`src/rtl/fft_butterfly_scheduler.sv`:
```
// rtl/fft_butterfly_scheduler.sv - stage/butterfly sequencer for an in-place radix-2 DIT FFT
module fft_butterfly_scheduler #(
    parameter int N_LOG2 = 3,
    parameter int RD_LAT = 2
) (
    input  logic              clk,
    input  logic              reset,
    input  logic              start,
    output logic              busy,
    output logic              done,
    output logic [N_LOG2-1:0] stage,
    output logic              rd_en,
    output logic [N_LOG2-1:0] rd_addr_a,
    output logic [N_LOG2-1:0] rd_addr_b,
    output logic [N_LOG2-2:0] twiddle_idx,
    output logic              wr_en,
    output logic [N_LOG2-1:0] wr_addr_a,
    output logic [N_LOG2-1:0] wr_addr_b
);

    localparam int KW = N_LOG2 - 1;
    localparam int DW = $clog2(RD_LAT + 1);
    localparam logic [N_LOG2-1:0] LAST_STAGE = N_LOG2'(N_LOG2 - 1);
    localparam logic [DW-1:0]     LAST_DRAIN = DW'(RD_LAT - 1);

    typedef enum logic [1:0] {IDLE, RUN, DRAIN, DONE} state_t;

    state_t            state;
    logic [N_LOG2-1:0] s_cnt;
    logic [KW-1:0]     k_cnt;
    logic [KW-1:0]     k_next;
    logic [DW-1:0]     d_cnt;
    logic [KW-1:0]     pos_k;

    logic [RD_LAT-1:0] en_pipe;
    logic [N_LOG2-1:0] a_pipe [RD_LAT];
    logic [N_LOG2-1:0] b_pipe [RD_LAT];

    function automatic logic [N_LOG2-1:0] half_of(input logic [N_LOG2-1:0] s);
        return N_LOG2'(1) << s;
    endfunction

    // Upper operand: group * 2 * half + pos, built as a shift-and-merge.
    function automatic logic [N_LOG2-1:0] base_addr(input logic [N_LOG2-1:0] s,
                                                    input logic [KW-1:0]     k);
        logic [N_LOG2-1:0] kk;
        logic [N_LOG2-1:0] mask;
        kk   = {1'b0, k};
        mask = half_of(s) - N_LOG2'(1);
        return ((kk >> s) << (s + N_LOG2'(1))) | (kk & mask);
    endfunction

    assign k_next = k_cnt + KW'(1);

    always_ff @(posedge clk) begin
        if (reset) begin
            state     <= IDLE;
            s_cnt     <= '0;
            k_cnt     <= '0;
            d_cnt     <= '0;
            busy      <= 1'b0;
            done      <= 1'b0;
            stage     <= '0;
            rd_en     <= 1'b0;
            rd_addr_a <= '0;
            rd_addr_b <= '0;
        end else begin
            case (state)
                IDLE: begin
                    done <= 1'b0;
                    if (start) begin
                        state     <= RUN;
                        busy      <= 1'b1;
                        s_cnt     <= '0;
                        k_cnt     <= '0;
                        stage     <= '0;
                        rd_en     <= 1'b1;
                        rd_addr_a <= '0;
                        rd_addr_b <= N_LOG2'(1);
                    end
                end
                RUN: begin
                    if (&k_cnt) begin
                        state     <= DRAIN;
                        d_cnt     <= '0;
                        stage     <= '0;
                        rd_en     <= 1'b0;
                        rd_addr_a <= '0;
                        rd_addr_b <= '0;
                    end else begin
                        k_cnt     <= k_next;
                        rd_addr_a <= base_addr(s_cnt, k_next);
                        rd_addr_b <= base_addr(s_cnt, k_next) + half_of(s_cnt);
                    end
                end
                DRAIN: begin
                    // Hold off the next stage until every write of this one has landed.
                    if (d_cnt == LAST_DRAIN) begin
                        if (s_cnt == LAST_STAGE) begin
                            state <= DONE;
                            busy  <= 1'b0;
                            done  <= 1'b1;
                        end else begin
                            state     <= RUN;
                            s_cnt     <= s_cnt + N_LOG2'(1);
                            k_cnt     <= '0;
                            stage     <= s_cnt + N_LOG2'(1);
                            rd_en     <= 1'b1;
                            rd_addr_a <= '0;
                            rd_addr_b <= half_of(s_cnt + N_LOG2'(1));
                        end
                    end else begin
                        d_cnt <= d_cnt + DW'(1);
                    end
                end
                DONE: begin
                    state <= IDLE;
                    done  <= 1'b0;
                    s_cnt <= '0;
                    k_cnt <= '0;
                end
                default: state <= IDLE;
            endcase
        end
    end

    // Twiddle exponent = (a mod half) << (N_LOG2-1-stage); fits in KW bits.
    always_comb begin
        pos_k = KW'(rd_addr_a & (half_of(stage) - N_LOG2'(1)));
    end

    always_ff @(posedge clk) begin
        if (reset) begin
            twiddle_idx <= '0;
        end else begin
            twiddle_idx <= rd_en ? (pos_k << (LAST_STAGE - stage)) : '0;
        end
    end

    always_ff @(posedge clk) begin
        if (reset) begin
            en_pipe <= '0;
            for (int i = 0; i < RD_LAT; i++) begin
                a_pipe[i] <= '0;
                b_pipe[i] <= '0;
            end
        end else begin
            en_pipe[0] <= rd_en;
            a_pipe[0]  <= rd_addr_a;
            b_pipe[0]  <= rd_addr_b;
            for (int i = 1; i < RD_LAT; i++) begin
                en_pipe[i] <= en_pipe[i-1];
                a_pipe[i]  <= a_pipe[i-1];
                b_pipe[i]  <= b_pipe[i-1];
            end
        end
    end

    assign wr_en     = en_pipe[RD_LAT-1];
    assign wr_addr_a = a_pipe[RD_LAT-1];
    assign wr_addr_b = b_pipe[RD_LAT-1];

endmodule

```
`config.mk`:
```
export PLATFORM = sky130hd
export DESIGN_NAME = fft_butterfly_scheduler
export DESIGN_NICKNAME = d
export VERILOG_FILES = /design/src/rtl/fft_butterfly_scheduler.sv
export SDC_FILE = /design/constraint.sdc
export NUM_CORES = 1
export LEC_CHECK = 0
export CAP_MARGIN = 25
export CORE_ASPECT_RATIO = 1.4
export CORE_MARGIN = 2
export CORE_UTILIZATION = 54
export DETAILED_ROUTE_END_ITERATION = 12
export PLACE_DENSITY = 0.85
export SLEW_MARGIN = 0
export SYNTH_ARGS = -nofsm -noshare
export SYNTH_HDL_FRONTEND = slang
export SYNTH_SLANG_ARGS = --single-unit
```
`constraint.sdc`:
```
create_clock -name clk -period 3.6 [get_ports clk]
set_input_delay 0.72 -clock clk [delete_from_list [all_inputs] [get_ports clk]]
set_output_delay 0.72 -clock clk [all_outputs]
set_load 0.03 [all_outputs]
```
* Yosys cells after proc, flatten, opt, wreduce, memory -nomap -nowiden
Memory sizes are Yosys's and may differ from the RTL's. Cells that the tools add are included.
Storage, ports and cells: register bits after elaboration 25, bits in writable memories 12, input port bits 3, output and inout bits 21, word-level logic and storage cells 110, memories 2
Memories:
- a_pipe | depth 2, bits a word 3, read ports 2, clocked after Yosys merged registers in 0, wr ports 2, line 36 | logic [N_LOG2-1:0] a_pipe [RD_LAT];
- b_pipe | depth 2, bits a word 3, read ports 2, clocked after Yosys merged registers in 0, wr ports 2, line 37 | logic [N_LOG2-1:0] b_pipe [RD_LAT];
Operators by class: add/subtract/negate cells 7, eq/ne operators 12, shift-type cells 6, multiplexer cells 46, bitwise gates (word level) 8, reduce and logical (&&, ||, !) cells 17
Operators by type and width (number):
- two-way mux 3 bit | 15
- case mux 3 bit (3 select lines) | 4
- two-way mux 2 bit | 10
- case mux 2 bit (4 select lines) | 2
- AND reduction 4 bit | 4
- != test 2 bit (second input constant) | 7
- two-way mux 1 bit | 11
- AND reduction 3 bit | 3
- nonzero test 2 bit | 3
- nonzero test 3 bit | 2
- left shift 1 x 3 -> 3 bit (first input constant) | 2
- AND reduction 5 bit | 1
- adder 2 x 1 -> 2 bit (second input constant) | 2
- == test 2 x 1 -> 1 bit (second input constant) | 2
- == test 2 bit (second input constant) | 2
- OR 1 bit | 4
- case mux 1 bit (2 select lines) | 2
- case mux 2 bit (2 select lines) | 1
- OR reduction 2 bit | 2
- adder 3 x 1 -> 3 bit (second input constant) | 1
- adder 3 bit | 1
- bitwise AND 2 x 3 -> 3 bit | 1
- == test 3 x 2 -> 1 bit (second input constant) | 1
- OR 3 bit | 1
- other kinds (12) | 12

* Depth between registers and ports, before layout
depth after elaboration 7, gate-level depth with buffers 9, gate-level depth less buffers 9

* Least setup slack after synthesis
Ideal clock, no wire load.
path kind register -> register, from reg s_cnt[0], to reg rd_addr_b[1], data arrival time 2328 ps, data required time 3481 ps, path slack 1152 ps, stages on the path, launching flop included 8, period minus slack after synthesis 2448 ps, cells stage by stage dfxtp_1 -> inv_1 -> ha_1 -> or4_1 -> o31ai_1 -> fa_1 -> a32oi_1 -> o2bb2ai_1
On the way: longest elaborated chain between the ends 7, elaborated cells between the ends (all ways) 16, those cells by class add/sub: 3; eq/ne: 2; shift: 4; mux: 4; bitwise: 2; reduce/logical: 1
Ends and longest elaborated chain:
- start: declaration | line 29 | logic [N_LOG2-1:0] s_cnt;
- start signal: assignment | line 105 | s_cnt <= s_cnt + N_LOG2'(1);
- branches (longest 7 deep; another with adder 3 x 1 -> 3 bit)
- end signal: assignment | line 93 | rd_addr_b <= base_addr(s_cnt, k_next) + half_of(s_cnt);
- end signal: assignment | line 110 | rd_addr_b <= half_of(s_cnt + N_LOG2'(1));
- end: declaration | line 14 | output logic [N_LOG2-1:0] rd_addr_b,
Parallel ways; which one is timed is not known. The select of a mux whose other input is x is not followed. A chain may end at the register's enable or synchronous reset.

* Worst setup path in the final report
Ends and elaborated chain as after synthesis.

==> results by group <==
Synthesis
  • Post-synth EDFFs: 0
  • Top-count cell post-synth: dfxtp_1
  • Async set or reset register ratio after synthesis: 0%
  • Leading area contributor after synthesis: dfxtp_1
  • Top cells by area, synth: dfxtp_1, ha_1, nor2b_1, a21oi_1, xnor2_1
  • Sequential fraction of the synthesis area: 41.7%
  • Mapped cell area: between 1500 and 2000 µm²
  • Yosys warns: 0
  • Yosys reg bits: 37
  • Average size of a mapped cell: 9.11 µm²
  • Post-synthesis net count: 211
  • Post-synth top area share: between 40% and 50%
  • Synth Instances: between 150 and 200
  • Post-synthesis cell type count: 44
  • Top FF cell, synth: dfxtp_1
  • Top cells by count, synth: dfxtp_1, nor2b_1, a21oi_1, ha_1, o21ai_0

Clocking
  • Maximum clock insertion buffer count: 2
  • Clk_lat worst skew: 0.29 ns
  • Post-CTS Setup Repair Bufs: 0
  • CTS H-Tree Depth: 2
  • Clk root buf: clkbuf_8
  • Post-CTS Hold Buffers: 0
  • Clk pin slew, worst setup/hold paths: 0.07 ns
  • Total CTS buffers: 5
  • Sink Count: 37
  • Post-cts sizing count: 0
  • TritonCTS clock tree: yes

Routing
  • Drt pass-1 iters: 4
  • Wire length per cell: 15.5 µm
  • 1st-iter DRT viols: between 40 and 50
  • DRC violations left: 0
  • Via count: ~1500
  • Vias per cell: a little under 6
  • Final ANT Viol Nets: 0
  • Routed wire length: ~3.8 mm

Layout
  • FF/Latch Area: approximately 740 µm²
  • Footprint of the multi-input gates: a little over 900 µm²
  • Final Core Density: approximately two thirds
  • Final nets: ~230
  • ANT cells: 0
  • Filler instances: approximately 260
  • Final Cell Area: just over 2000 µm²
  • Share of layout cells above drive strength 1: under 10%
  • Cell Count, Final, Fillers Out: 248
  • Synthesis-to-finish area growth: 15.9%

Timing
  • Clock skew: about 0.0084 ns
  • RSZ-0062 raised after global routing: false
  • Final Worst Setup Slack: 0.823 ns
  • Relative slew slack: roughly 47%
  • Tightest Pin Transition: just under 0.8 ns
  • Hold Fails Final Rpt: 0
  • Final worst path period share: between 70% and 80%
  • Fin. max-slew vios: 0
  • F_max: approximately 360 MHz
  • Final Critical Period: between 2 and 3 ns
  • Final count of negative-setup-slack endpoints: 0
  • Setup TNS Final: 0 ns

Floorplanning
  • Initial Utilization: between 50 and 60%
  • Die extent in y: between 70 and 80 µm
  • IO Pins: 24
  • Die Area: ~3800 µm²
  • Die width: between 50 and 60 µm
  • Core area: 3120 µm²
  • # rows: 24

Placement
  • Placer Congestion: between 0.8 and 0.9
  • Dpl hpwl: between 2 and 3 mm
  • Pre-CTS WS: 0.903 ns
  • I/O Buffers: 23
  • Placed cells: 241
  • Placement-stage cell area: 1970 µm²

Status
  • Status: completed

GRT
  • Largest net degree at the start of global routing: 25
  • GRT overflow: 0
  • All-Layer GR Usage: a little under a quarter
  • Vias in the first global route: 1413
  • Initial antenna violation count: 0
  • First-pass GRT wire length: 6.59 mm

Critical path
  • Reg2reg setup slack: roughly 0.82 ns
  • Worst R2R Path Depth: 7
  • Worst r2r dst: rd_addr_b[1]$_SDFFE_PP0P_
  • Critical path class: reg -> reg
  • CP arrival: between 2 and 3 ns
  • WP data required: 3.79 ns
  • CP endpoint kind: flip-flop
  • Startpoint Class: flip-flop
  • RR Startpoint: s_cnt[0]$_SDFFE_PP0P_
  • Critical path fanouts, max: 7

Pwr
  • P_sw: between 0.5 and 0.6 mW
  • Peak supply drop: around 0.00049 V
  • Internal power: between 0.8 and 0.9 mW
  • Gate power share: between 40% and 50%
  • Flop pwr share: 37.6%
  • PD cells: around 640 nW/µm²
  • LEAKAGE: ~0.75 nW
  • Clk pwr share: 21.9%
  • Fraction of power spent switching nets: about two fifths

Worst hold path
  • Worst hold path class: reg -> reg
  • Hold Path Sink: en_pipe[1]$_SDFF_PP0_
  • Min-Delay Startpoint: en_pipe[0]$_SDFF_PP0_
  • Hold Crit Depth: 1

Flow run
  • Maxcap violations: 0
critical path, stage by stage, from the launching register on:
cell and delay, ns:
dfxtp_1 0.49, inv_1 0.17, ha_1 0.38, or4_1 0.44, o31ai_1 0.40, fa_1 0.50
a32oi_1 0.18, o2bb2ai_1 0.09
cell type report:
type	instances	share of cell area, %
multi-input cells	135	44.8
inverters	6	1.09
well taps	39	2.37
flip-flops and latches	37	36.0
repair buffers	24	11.5
clock buffers	7	4.19
worst max path at each step:
stage	slack [ns]	startpoint	endpoint
final	0.82	s_cnt[0]$_SDFFE_PP0P_	rd_addr_b[1]$_SDFFE_PP0P_
after global routing	0.48	s_cnt[0]$_SDFFE_PP0P_	rd_addr_b[1]$_SDFFE_PP0P_
after CTS	0.86	s_cnt[0]$_SDFFE_PP0P_	rd_addr_b[1]$_SDFFE_PP0P_
after detailed placement	0.90	s_cnt[0]$_SDFFE_PP0P_	rd_addr_b[1]$_SDFFE_PP0P_
after global placement	1.09	s_cnt[0]$_SDFFE_PP0P_	rd_addr_b[1]$_SDFFE_PP0P_
after floorplan	1.15	s_cnt[0]$_SDFFE_PP0P_	rd_addr_b[1]$_SDFFE_PP0P_
power groups by stage:
stage / sequential (mW) / combinational (mW) / clock [mW]
detailed placement: 0.506 / 0.526 / 0
CTS: 0.498 / 0.528 / 0.299
global route: 0.503 / 0.587 / 0.320
floorplan: 0.547 / 0.345 / 0
finish: 0.497 / 0.536 / 0.290
global placement: 0.503 / 0.505 / 0
per-layer routing:
layer  part of all wire [%]  track usage, %
met3                    4.7            6.88
met2                     51            38.8
met1                     39            25.1
met5                      0               0
met4                    4.8            17.4
kinds of logic after synthesis:
| logic type | count (synthesis) | synth area share, % |
|---|---|---|
| and+or+nand+nor | 74 | 24.4 |
| adders and majority gates | 13 | 9.58 |
| AOI/OAI and AO/OA | 40 | 13.9 |
| xor gates and xnor gates | 6 | 2.96 |
| buffers and inverters | 23 | 6.34 |
| DFF | 37 | 41.7 |
| muxes | 2 | 1.13 |
flip-flops by register name, summed over array words and instances, names as in the netlist:
signal	flops
s_cnt	3
rd_addr_a	3
k_cnt	2
done	1
rd_en	1
b_pipe	6
twiddle_idx	2
stage	3
a_pipe	6
en_pipe	2
state	2
busy	1
d_cnt	2
rd_addr_b	3
stage by stage:
stage	hold slack, ns	total power [mW]
finish	0.437	1.32
global route	0.454	1.41
CTS	0.442	1.32
detailed placement	0.422	1.03
global placement	0.416	1.01
floorplan	0.414	0.891
cells in the final DEF (no fill, tap or decap), drive strengths merged, types with 2 or more instances in the layout:
cell type      synthesis  routed
o31ai                  3       3
o21ai                 11      11
clkbuf                 7       7
nand4                  4       4
a32oi                  2       2
nand3b                 2       2
nor4                   4       4
or4                    3       3
mux2i                  2       2
nand3                  6       6
inv                    6       6
a21oi                 12      12
xnor2                  6       6
a21boi                 2       2
nor3                   6       6
nand2                  7       7
nor2b                 22      22
nor2                   8       8
ha                    12      12
clkdlybuf4s50          0      23
dfxtp                 37      37
o22ai                  2       2
or2b                   2       2
and2                   2       2
Note: power is estimated with default switching activity, not from simulation.
